`config.mk`:
```
export PLATFORM = sky130hd
export DESIGN_NAME = apu_frame_sequencer
export DESIGN_NICKNAME = d
export VERILOG_FILES = /design/src/rtl/apu_frame_sequencer.sv
export SDC_FILE = /design/constraint.sdc
export NUM_CORES = 1
export LEC_CHECK = 0
export BUFFER_PORTS_ARGS = -buffer_cell sky130_fd_sc_hd__buf_2
export CORE_AREA = 5 5 42 44
export CTS_CLUSTER_DIAMETER = 200
export CTS_CLUSTER_SIZE = 20
export DETAILED_ROUTE_END_ITERATION = 12
export DIE_AREA = 0 0 47 49
export GPL_ROUTABILITY_DRIVEN = 0
export PLACE_DENSITY = 0.54
export SYNTH_ARGS = -nofsm -noshare
export SYNTH_HDL_FRONTEND = slang
export SYNTH_SLANG_ARGS = --single-unit
```
`constraint.sdc`:
```
create_clock -name apuv_4mhz -period 1 [get_ports apuv_4mhz]
set_input_delay 0.05 -clock apuv_4mhz [delete_from_list [all_inputs] [get_ports apuv_4mhz]]
set_output_delay 0.05 -clock apuv_4mhz [all_outputs]
set_load 0.02 [all_outputs]
```
`src/rtl/apu_frame_sequencer.sv`:
```
// -----------------------------------------------------------------------------
// apu_frame_sequencer
//
// APU frame-sequencer timebase. A 3-bit step counter advances on each falling
// edge of the 512 Hz DIV tap. Each advance executes the current step and
// raises one-cycle strobes for the channel blocks:
//   len_tick   : steps 0,2,4,6  (256 Hz)
//   sweep_tick : steps 2,6      (128 Hz)
//   env_tick   : step 7         (64 Hz)
//
// Optional test mode (compile macro APU_FAST_SEQ_TEST_EN): when net03 is high,
// the sequencer advances from an internal prescaler every FAST_DIV clocks
// instead of on DIV edges. Without the macro, net03 and FAST_DIV are ignored.
//
// Ports:
//   apuv_4mhz  in   clock, all state updates on its rising edge
//   apu_reset  in   synchronous active-high reset (NR52 power-off)
//   div_bit    in   512 Hz DIV tap, already in the apuv_4mhz domain
//   net03      in   test-mode select (used only with APU_FAST_SEQ_TEST_EN)
//   step       out  current sequencer step (the next one to execute), 0..7
//   len_tick   out  length-counter strobe, one cycle wide
//   sweep_tick out  frequency-sweep strobe, one cycle wide
//   env_tick   out  volume-envelope strobe, one cycle wide
//
// Parameter:
//   FAST_DIV   test-mode prescaler period in clocks, legal range 2..256
// -----------------------------------------------------------------------------
module apu_frame_sequencer #(
    parameter int FAST_DIV = 16
) (
    input  logic       apuv_4mhz,
    input  logic       apu_reset,
    input  logic       div_bit,
    input  logic       net03,
    output logic [2:0] step,
    output logic       len_tick,
    output logic       sweep_tick,
    output logic       env_tick
);

    logic       r_div_q;
    logic [2:0] r_step;
    logic       r_len_tick;
    logic       r_sweep_tick;
    logic       r_env_tick;

    logic       w_div_fall;
    logic       w_adv;

    // div_q is loaded even during reset, so releasing reset with div_bit low
    // cannot look like a 1->0 transition.
    always_ff @(posedge apuv_4mhz) begin
        r_div_q <= div_bit;
    end

    assign w_div_fall = r_div_q & ~div_bit;

`ifdef APU_FAST_SEQ_TEST_EN
    // FAST_DIV is at most 256, so the terminal count always fits 8 bits.
    localparam logic [7:0] PRE_LAST = 8'(FAST_DIV - 1);

    logic [7:0] r_pre;
    logic       r_net03_q;
    logic       w_mode_flip;

    assign w_mode_flip = net03 ^ r_net03_q;

    // Test mode takes effect in the very cycle net03 rises, which masks a
    // coincident DIV edge. On the rising cycle r_pre is still 0 (held there
    // in normal mode), so no advance happens on that cycle either.
    assign w_adv = net03 ? (r_pre == PRE_LAST) : w_div_fall;

    always_ff @(posedge apuv_4mhz) begin
        r_net03_q <= net03;
        if (apu_reset) begin
            r_pre <= '0;
        end else if (!net03 || w_mode_flip || w_adv) begin
            // Held at 0 in normal mode, restarted on any mode change, and
            // wrapped on terminal count. Restarting on the entry cycle places
            // the first advance exactly FAST_DIV clocks after entry.
            r_pre <= '0;
        end else begin
            r_pre <= r_pre + 8'd1;
        end
    end
`else
    assign w_adv = w_div_fall;

    // net03 and FAST_DIV stay in the interface but have no function here.
    logic w_unused_net03;
    assign w_unused_net03 = net03;
    localparam int unused_fast_div = FAST_DIV;
`endif

    // Step execution. Reset wins over a coincident advance, so that advance
    // is dropped and the next one after release executes step 0.
    always_ff @(posedge apuv_4mhz) begin
        if (apu_reset) begin
            r_step       <= 3'd0;
            r_len_tick   <= 1'b0;
            r_sweep_tick <= 1'b0;
            r_env_tick   <= 1'b0;
        end else if (w_adv) begin
            r_len_tick   <= ~r_step[0];
            r_sweep_tick <= (r_step[1:0] == 2'b10);
            r_env_tick   <= (r_step == 3'd7);
            r_step       <= r_step + 3'd1;
        end else begin
            r_len_tick   <= 1'b0;
            r_sweep_tick <= 1'b0;
            r_env_tick   <= 1'b0;
        end
    end

    assign step       = r_step;
    assign len_tick   = r_len_tick;
    assign sweep_tick = r_sweep_tick;
    assign env_tick   = r_env_tick;

endmodule

```
==> results of run 1 <==
==> per-stage QoR <==
stage	TNS (ns)	area [um2]	hold slack, ns
after floorplan	-0.00350	332	0.0777
after global placement	0	399	0.211
after detailed placement	-0.0404	399	0.217
after CTS	-0.0229	440	0.0406
after global routing	-0.168	440	0.0522
final	-0.000762	440	0.0514
==> routing by layer <==
layer	global-route usage	vias up	share of wire
met3	0.0332	2	0.089
met5	0	-	0
met4	0.0553	0	0.0076
met1	0.0684	108	0.43
li1	-	119	-
met2	0.0860	7	0.47
==> registers in the layout, indices dropped and copies added (netlist names) <==
name,count
env_tick,1
step,3
r_div_q,1
sweep_tick,1
len_tick,1
==> how the worst max path moves through the flow <==
stage | from | end | slack [ns] | cells past startpoint
2_1_floorplan | step[0] | step[1] | -0.004 | 4
3_3_place_gp | step[0] | step[1] | 0.009 | 4
3_5_place_dp | step[0] | step[1] | -0.04 | 4
4_1_cts | step[0] | step[1] | -0.01 | 4
5_1_grt | step[1] | step[2] | -0.10 | 4
6_report | step[1] | step[2] | -0.0008 | 4
==> kinds of logic after synthesis <==
group / Yosys count / synth area share
and+or+nand+nor: 9 / 0.266
buffers and inverters: 3 / 0.0393
adders and majority gates: 3 / 0.131
DFF: 7 / 0.489
AOI/OAI and AO/OA: 3 / 0.0742
==> cell type report <==
class                   instances  area share
multi-input cells              15       0.403
flip-flops and latches          7       0.335
well taps                      16      0.0455
clock buffers                   4      0.0597
inverters                       3      0.0256
repair buffers                 10       0.131
==> repair_timing <==
action	4_1_cts	5_1_grt
hold endpoints to repair	1	0
resized for setup	1	0
setup endpoints to repair	2	3
pin swaps	2	0
hold buffers	1	0
==> critical path: stages, from the launching register on <==
cell and delay (ns):
dfxtp_4 0.36, ha_4 0.16, ha_4 0.22, nand4bb_1 0.08
o21ai_1 0.07
==> power by group <==
part	switching, mW	internal [mW]	leakage, nW
clock network	0.0982	0.152	0.0150
registers	0.0121	0.289	0.0586
logic	0.0356	0.0340	0.119
total	0.146	0.475	0.192
==> layout by cell type, fill, tap and decap left out <==
cell,instances
and3b_1,1
o21ai_1,1
nand2b_1,2
inv_1,2
dlygate4sd3_1,1
ha_4,3
and2b_1,1
or4b_4,1
clkbuf_1,1
nand4bb_1,1
o21ai_2,1
or2b_1,1
nor3b_1,2
buf_4,1
inv_2,1
buf_2,8
clkbuf_4,3
dfxtp_1,5
dfxtp_4,2
a211oi_2,1
==> results_dict.tcl, run 1 <==
set metrics [dict create \
    status "finished, violations left" \
    failed_checks "negative setup slack" \
    required_ns 1.14 \
    place_inst 50 \
    num_antenna_cells 0 \
    die_h_um 49 \
    ys_top_cells_by_count "dfxtp_1, ha_1, inv_1" \
    synth.avg_cell_area_um2 11.5 \
    min_path_cells 2 \
    hold_viol 0 \
    power_uw 621 \
    fin_skew_ns 0.00155 \
    cellPowerDensity_nw_per_um2 1410 \
    syn_nets 32 \
    synth_top_cell_by_area "dfxtp_1" \
    drc 0 \
    slew_violations 0 \
    grt_use_total 0.0635 \
    synth-edff-count 0 \
    reg2reg_depth 4 \
    rr_startpoint "step[1]" \
    final_core_util 0.314 \
    cts_setup_buffers 0 \
    fillerInstances 162 \
    hp-start "apu_reset" \
    clkLatencyLatePin_ns 0.24 \
    routed_wl_um 528 \
    mappedNetlistArea_um2 287 \
    synth_top_flop_cell "dfxtp_1" \
    io_pins 10 \
    start_util 0.204 \
    crit_type "flip-flop to flip-flop" \
    grt_pass1_vias 246 \
    multi_input_area_um2 178 \
    end_kind "flip-flop" \
    hold_class "input pin to flip-flop" \
    finalSetupViolCount 1 \
    avgViaCountPerCell 4.29 \
    fin_crit_sh 1.00 \
    cts_tree "done" \
    crit_arrival_ns 1.14 \
    ys_seq_area_frac 0.489 \
    leakage_nw 0.192 \
    ff_latch_area_um2 148 \
    postSynth.asyncResetShare 0 \
    rsz0062_at_grt "yes" \
    core_um2 1400 \
    r2r_slack_ns -0.0008 \
    maxCapViolCount 0 \
    routedWlPerCell_um 9.60 \
    synth_top_area_frac 0.489 \
    gr-total-overflow 0 \
    port_buffers 8 \
    grt_pass1_wl_um 993 \
    post-place-ws_ns -0.0366 \
    max_clock_freq_ghz 0.999 \
    antenna_found_initial 0 \
    netlist_top_cells_area "dfxtp_1, ha_1, nor3b_1, or4b_4, nand2b_1" \
    syn-instance-count 25 \
    fin_ws_ns -0.000762 \
    numCtsBuffers 3 \
    root_buffer "clkbuf_4" \
    clk_pin_slew_worst_paths_ns 0.05 \
    worst-slew-pin-transition_ns 0.158 \
    rows 14 \
    ant_nets 0 \
    dieArea_um2 2300 \
    drive_above_1_share 0.538 \
    grt_max_degree 8 \
    ys_warn_count 0 \
    drt_iter0_drc 3 \
    vias 236 \
    yosys.cell_types.count 13 \
    first_pass_iters 2 \
    die_x_um 47 \
    path_max_fanout 4 \
    layout_min_cycle_time_ns 1.00 \
    nets 47 \
    hold_end "step[1]" \
    clkSinkCount 7 \
    ys_ff_latch 7 \
    start_kind "flip-flop" \
    ir_drop_mv 0.580 \
    area_growth_pct 53.7 \
    yosysMostFrequentCell "dfxtp_1" \
    relSlewSlack 0.894 \
    r2r_end "step[2]" \
    h-tree-depth 1 \
    fin_cells 55 \
    clockBufferDepth 2 \
]
(Power assumes the default switching activity.)
==> run 2, diff against run 1 <==
--- a/config.mk
+++ b/config.mk
@@ -5,6 +5,7 @@
 export SDC_FILE = /design/constraint.sdc
 export NUM_CORES = 1
 export LEC_CHECK = 0
+export ABC_CLOCK_PERIOD_IN_PS = 900
 export BUFFER_PORTS_ARGS = -buffer_cell sky130_fd_sc_hd__buf_2
 export CORE_AREA = 5 5 42 44
 export CTS_CLUSTER_DIAMETER = 200
==> constraint.sdc (replaced) <==
create_clock -name apuv_4mhz -period 0.9 [get_ports apuv_4mhz]
set_input_delay 0.045 -clock apuv_4mhz [delete_from_list [all_inputs] [get_ports apuv_4mhz]]
set_output_delay 0.045 -clock apuv_4mhz [all_outputs]
set_load 0.02 [all_outputs]
==> results_dict.tcl, run 2 (synthesis results as in run 1) <==
set metrics [dict create \
    status "finished, violations left" \
    failed_checks "negative setup slack" \
    end_kind "flip-flop" \
    ff_latch_area_um2 148 \
    multi_input_area_um2 188 \
    met3_usage 0.0443 \
    h-tree-depth 1 \
    dp_hpwl_um 424 \
    switching_share 0.257 \
    start_kind "flip-flop" \
    holdWs_ns 0.0767 \
    drt_iter0_drc 2 \
    crit_type "flip-flop to flip-flop" \
    rows 14 \
    path_max_fanout 4 \
    clk_pin_slew_worst_paths_ns 0.05 \
    grt_pass1_vias 226 \
    area_growth_pct 59.8 \
    layout_min_cycle_time_ns 1.02 \
    slew_violations 0 \
    crit_path_top_delay_cell "dfxtp_4" \
    clkPwrFrac 0.414 \
    clkLatencyLatePin_ns 0.26 \
    fin_ws_ns -0.116 \
    grt_max_degree 7 \
    largest_reg_flops 3 \
    first_pass_iters 2 \
    fin_crit_sh 1.13 \
    path_common_cell "ha_4" \
    internal-power_uw 532 \
    worst-slew-pin-transition_ns 0.183 \
    avgViaCountPerCell 4.29 \
    vias 240 \
    port_buffers 8 \
    routed_wl_um 580 \
    final_core_util 0.327 \
    routedWlPerCell_um 10.4 \
    grt_pass1_wl_um 945 \
    fin_skew_ns 0.00278 \
    power_uw 716 \
    p_sw_uw 184 \
    hold_viol 0 \
    placed_area_um2 407 \
    worstPathCellList "ha_4 > ha_4 > nand4bb_1 > o21ai_1" \
    drive_above_1_share 0.625 \
    met1_usage 0.0683 \
    cellPowerDensity_nw_per_um2 1560 \
    gr-total-overflow 0 \
    clkSinkCount 7 \
    final_cell_mix "buf_2, dfxtp_1, ha_4, clkbuf_4" \
    cts_tree "done" \
    hold_class "input pin to flip-flop" \
    tns_ns -0.403 \
    io_pins 10 \
    fillerInstances 150 \
    leakage_nw 0.196 \
    rsz0062_at_grt "yes" \
    final_area_um2 458 \
    layout_commonest_cell "buf_2" \
    ant_nets 0 \
    drc 0 \
    grt-busiest-layer "met2" \
    clockBufferDepth 2 \
    antenna_found_initial 0 \
    combinationalPowerShare 0.119 \
    start_util 0.204 \
    numCtsBuffers 3 \
    cp_slowest_stage_delay_ns 0.36 \
    required_ns 1.09 \
    power_frac_seq 0.468 \
    ir_drop_mv 0.666 \
    root_buffer "clkbuf_4" \
    relSlewSlack 0.878 \
    grt_use_met2 0.0747 \
    die_h_um 49 \
    die_x_um 47 \
    dieArea_um2 2300 \
    finalSetupViolCount 5 \
    nets 48 \
    max_clock_freq_ghz 0.984 \
    crit_arrival_ns 1.21 \
    grt_use_total 0.0620 \
    core_um2 1400 \
    num_antenna_cells 0 \
    maxCapViolCount 0 \
]
run 2: cell count changes in the layout (fill, tap and decap cells not counted), sizes merged:
cell / previous run / this run
buf: 9 / 10
run 2: cell type report:
type / count / area share
flip-flops and latches: 7 / 0.322
multi-input cells: 15 / 0.410
well taps: 16 / 0.0437
inverters: 3 / 0.0246
repair buffers: 11 / 0.142
clock buffers: 4 / 0.0574
run 2: repair_timing:
| item | CTS | global route |
|---|---|---|
| pin swaps | 2 | 0 |
| endpoints found under the hold margin | 1 | 0 |
| resized for setup | 1 | 2 |
| setup buffers | 0 | 0 |
| setup endpoints to repair | 5 | 8 |
| hold buffers | 1 | 0 |
run 2: path summary, 6_finish.rpt:
path / startpoint / end / slack, ns / cells past startpoint
worst max-delay path: step[1] / step[2] / -0.12 / 4
worst min-delay path: apu_reset / len_tick / 0.08 / 3
worst max register to register: step[1] / step[2] / -0.12 / 4
worst min register to register: step[2] / step[2] / 0.52 / 2
run 2: worst max-delay path, delay by kind of cell, from the launching register on:
| kind | cells | cell delay, ns |
|---|---|---|
| and+or+nand+nor | 1 | 0.09 |
| AOI/OAI and AO/OA | 1 | 0.09 |
| adders and majority gates | 2 | 0.41 |
| DFF | 1 | 0.36 |
run 2: per-stage QoR:
| stage | cells | setup WS [ns] |
|---|---|---|
| 6_report | 56 | -0.116 |
| 5_1_grt | 56 | -0.149 |
| 4_1_cts | 56 | -0.117 |
| 3_5_place_dp | 51 | -0.0989 |
| 3_3_place_gp | 51 | -0.0938 |
| 2_1_floorplan | 25 | -0.104 |
run 2: per-layer routing:
layer	routed length, um	vias to the layer above
met5	0	-
met4	17	0
met3	54	2
met2	259	9
met1	248	110
li1	-	119
run 2: power groups by stage:
stage / sequential [mW] / clock (mW) / combinational [mW]
after floorplan: 0.353 / 0 / 0.0321
after global placement: 0.342 / 0 / 0.0737
after detailed placement: 0.342 / 0 / 0.0767
after CTS: 0.335 / 0.303 / 0.0845
after global routing: 0.337 / 0.345 / 0.0948
final: 0.335 / 0.296 / 0.0850
==> run 3, diff against run 2 <==
--- a/config.mk
+++ b/config.mk
@@ -14,6 +14,7 @@
 export DIE_AREA = 0 0 47 49
 export GPL_ROUTABILITY_DRIVEN = 0
 export PLACE_DENSITY = 0.54
+export SKIP_CTS_REPAIR_TIMING = 1
 export SYNTH_ARGS = -nofsm -noshare
 export SYNTH_HDL_FRONTEND = slang
 export SYNTH_SLANG_ARGS = --single-unit
==> results_dict.tcl, run 3 (synthesis results as in run 1) <==
set metrics [dict create \
    port_buffers 8 \
    fin_ws_ns -0.116 \
    antenna_found_initial 0 \
    final_area_um2 458 \
    cts_tree "done" \
    failed_checks "negative setup slack" \
    ir_drop_mv 0.666 \
    grt_pass1_vias 221 \
    grt-busiest-layer "met2" \
    routed_wl_um 574 \
    final_core_util 0.327 \
    die_x_um 47 \
    max_clock_freq_ghz 0.984 \
    crit_path_top_delay_cell "dfxtp_4" \
    drc 0 \
    slew_violations 0 \
    worstPathCellList "ha_4 > ha_4 > nand4bb_1 > o21ai_1" \
    clk_pin_slew_worst_paths_ns 0.05 \
    worst-slew-pin-transition_ns 0.183 \
    gr-total-overflow 0 \
    hold_viol 0 \
    drt_iter0_drc 2 \
    path_common_cell "ha_4" \
    place_inst 51 \
    maxCapViolCount 0 \
    dp_hpwl_um 424 \
    rsz0062_at_grt "yes" \
    final_cell_mix "buf_2, dfxtp_1, ha_4, clkbuf_4" \
    reg2reg_depth 4 \
    status "finished, violations left" \
    path_max_fanout 4 \
    rr_startpoint "step[1]" \
    drive_above_1_share 0.625 \
    r2r_slack_ns -0.12 \
    relSlewSlack 0.878 \
    leakage_nw 0.196 \
    root_buffer "clkbuf_4" \
    largest_reg_flops 3 \
    start_util 0.204 \
    numCtsBuffers 3 \
    grt_max_degree 7 \
    ant_nets 0 \
    layout_min_cycle_time_ns 1.02 \
    met1_usage 0.0683 \
    fin_cells 56 \
    num_antenna_cells 0 \
    power_uw 716 \
    hold_class "input pin to flip-flop" \
    core_um2 1400 \
    fin_skew_ns 0.00278 \
    area_growth_pct 59.8 \
    vias 240 \
    crit_type "flip-flop to flip-flop" \
    crit_start "step[1]" \
    crit_arrival_ns 1.21 \
    rows 14 \
    cp_slowest_stage_delay_ns 0.36 \
    fin_crit_sh 1.13 \
    grt_use_total 0.0613 \
    met3_usage 0.0443 \
    nets 48 \
    layout_commonest_cell "buf_2" \
    dieArea_um2 2300 \
    die_h_um 49 \
    first_pass_iters 2 \
    clkSinkCount 7 \
    grt_use_met2 0.0724 \
    finalSetupViolCount 5 \
    start_kind "flip-flop" \
    required_ns 1.09 \
    routedWlPerCell_um 10.3 \
    h-tree-depth 1 \
    clockBufferDepth 2 \
    avgViaCountPerCell 4.29 \
    r2r_end "step[2]" \
    end_kind "flip-flop" \
    cellPowerDensity_nw_per_um2 1560 \
    endpoint "step[2]" \
    placed_area_um2 407 \
    clkLatencyLatePin_ns 0.26 \
    io_pins 10 \
    holdWs_ns 0.0766 \
    grt_pass1_wl_um 931 \
]
-- run 3: cell counts in the layout (fill, tap and decap cells not counted) --
Identical to the previous run, type by type.
-- run 3: through the flow --
| stage | worst slack (ns) | TNS, ns |
|---|---|---|
| after floorplan | -0.104 | -0.353 |
| after global placement | -0.0938 | -0.309 |
| after detailed placement | -0.0989 | -0.346 |
| after CTS | -0.136 | -0.442 |
| after global routing | -0.149 | -0.559 |
| final | -0.116 | -0.401 |
-- run 3: worst min path at each step --
stage / startpoint / endpoint / cells past startpoint / slack (ns)
after floorplan: div_bit / r_div_q / 0 / 0.07
after global placement: div_bit / r_div_q / 1 / 0.21
after detailed placement: div_bit / r_div_q / 1 / 0.22
after CTS: div_bit / r_div_q / 1 / -0.05
after global routing: apu_reset / len_tick / 3 / 0.07
final: apu_reset / len_tick / 3 / 0.08
-- run 3: cell type report --
class                           count  area, um2
Tap cell                           16       20.0
Clock buffer                        4       26.3
Sequential cell                     7        148
Fill cell                         152        943
Timing Repair Buffer               11       65.1
Inverter                            3       11.3
Multi-Input combinational cell     15        188
-- run 3: worst max-delay path: cells and delay by family, from the launching register on --
kind | cells | cell delay (ns)
AND/OR/NAND/NOR | 1 | 0.09
AO/OA/AOI/OAI | 1 | 0.09
flip-flops | 1 | 0.36
adder cells (fa/ha/maj) | 2 | 0.41
-- run 3: per-layer routing --
layer  vias up  wire length (um)
met2         9               262
met5         -                 0
met4         0                17
met1       110               239
met3         2                54
li1        119                 -
-- run 3: power by group --
group / switching (mW) / total [mW] / internal, mW
Clock: 0.126 / 0.296 / 0.170
Sequential: 0.0140 / 0.335 / 0.321
Combinational: 0.0435 / 0.0849 / 0.0413
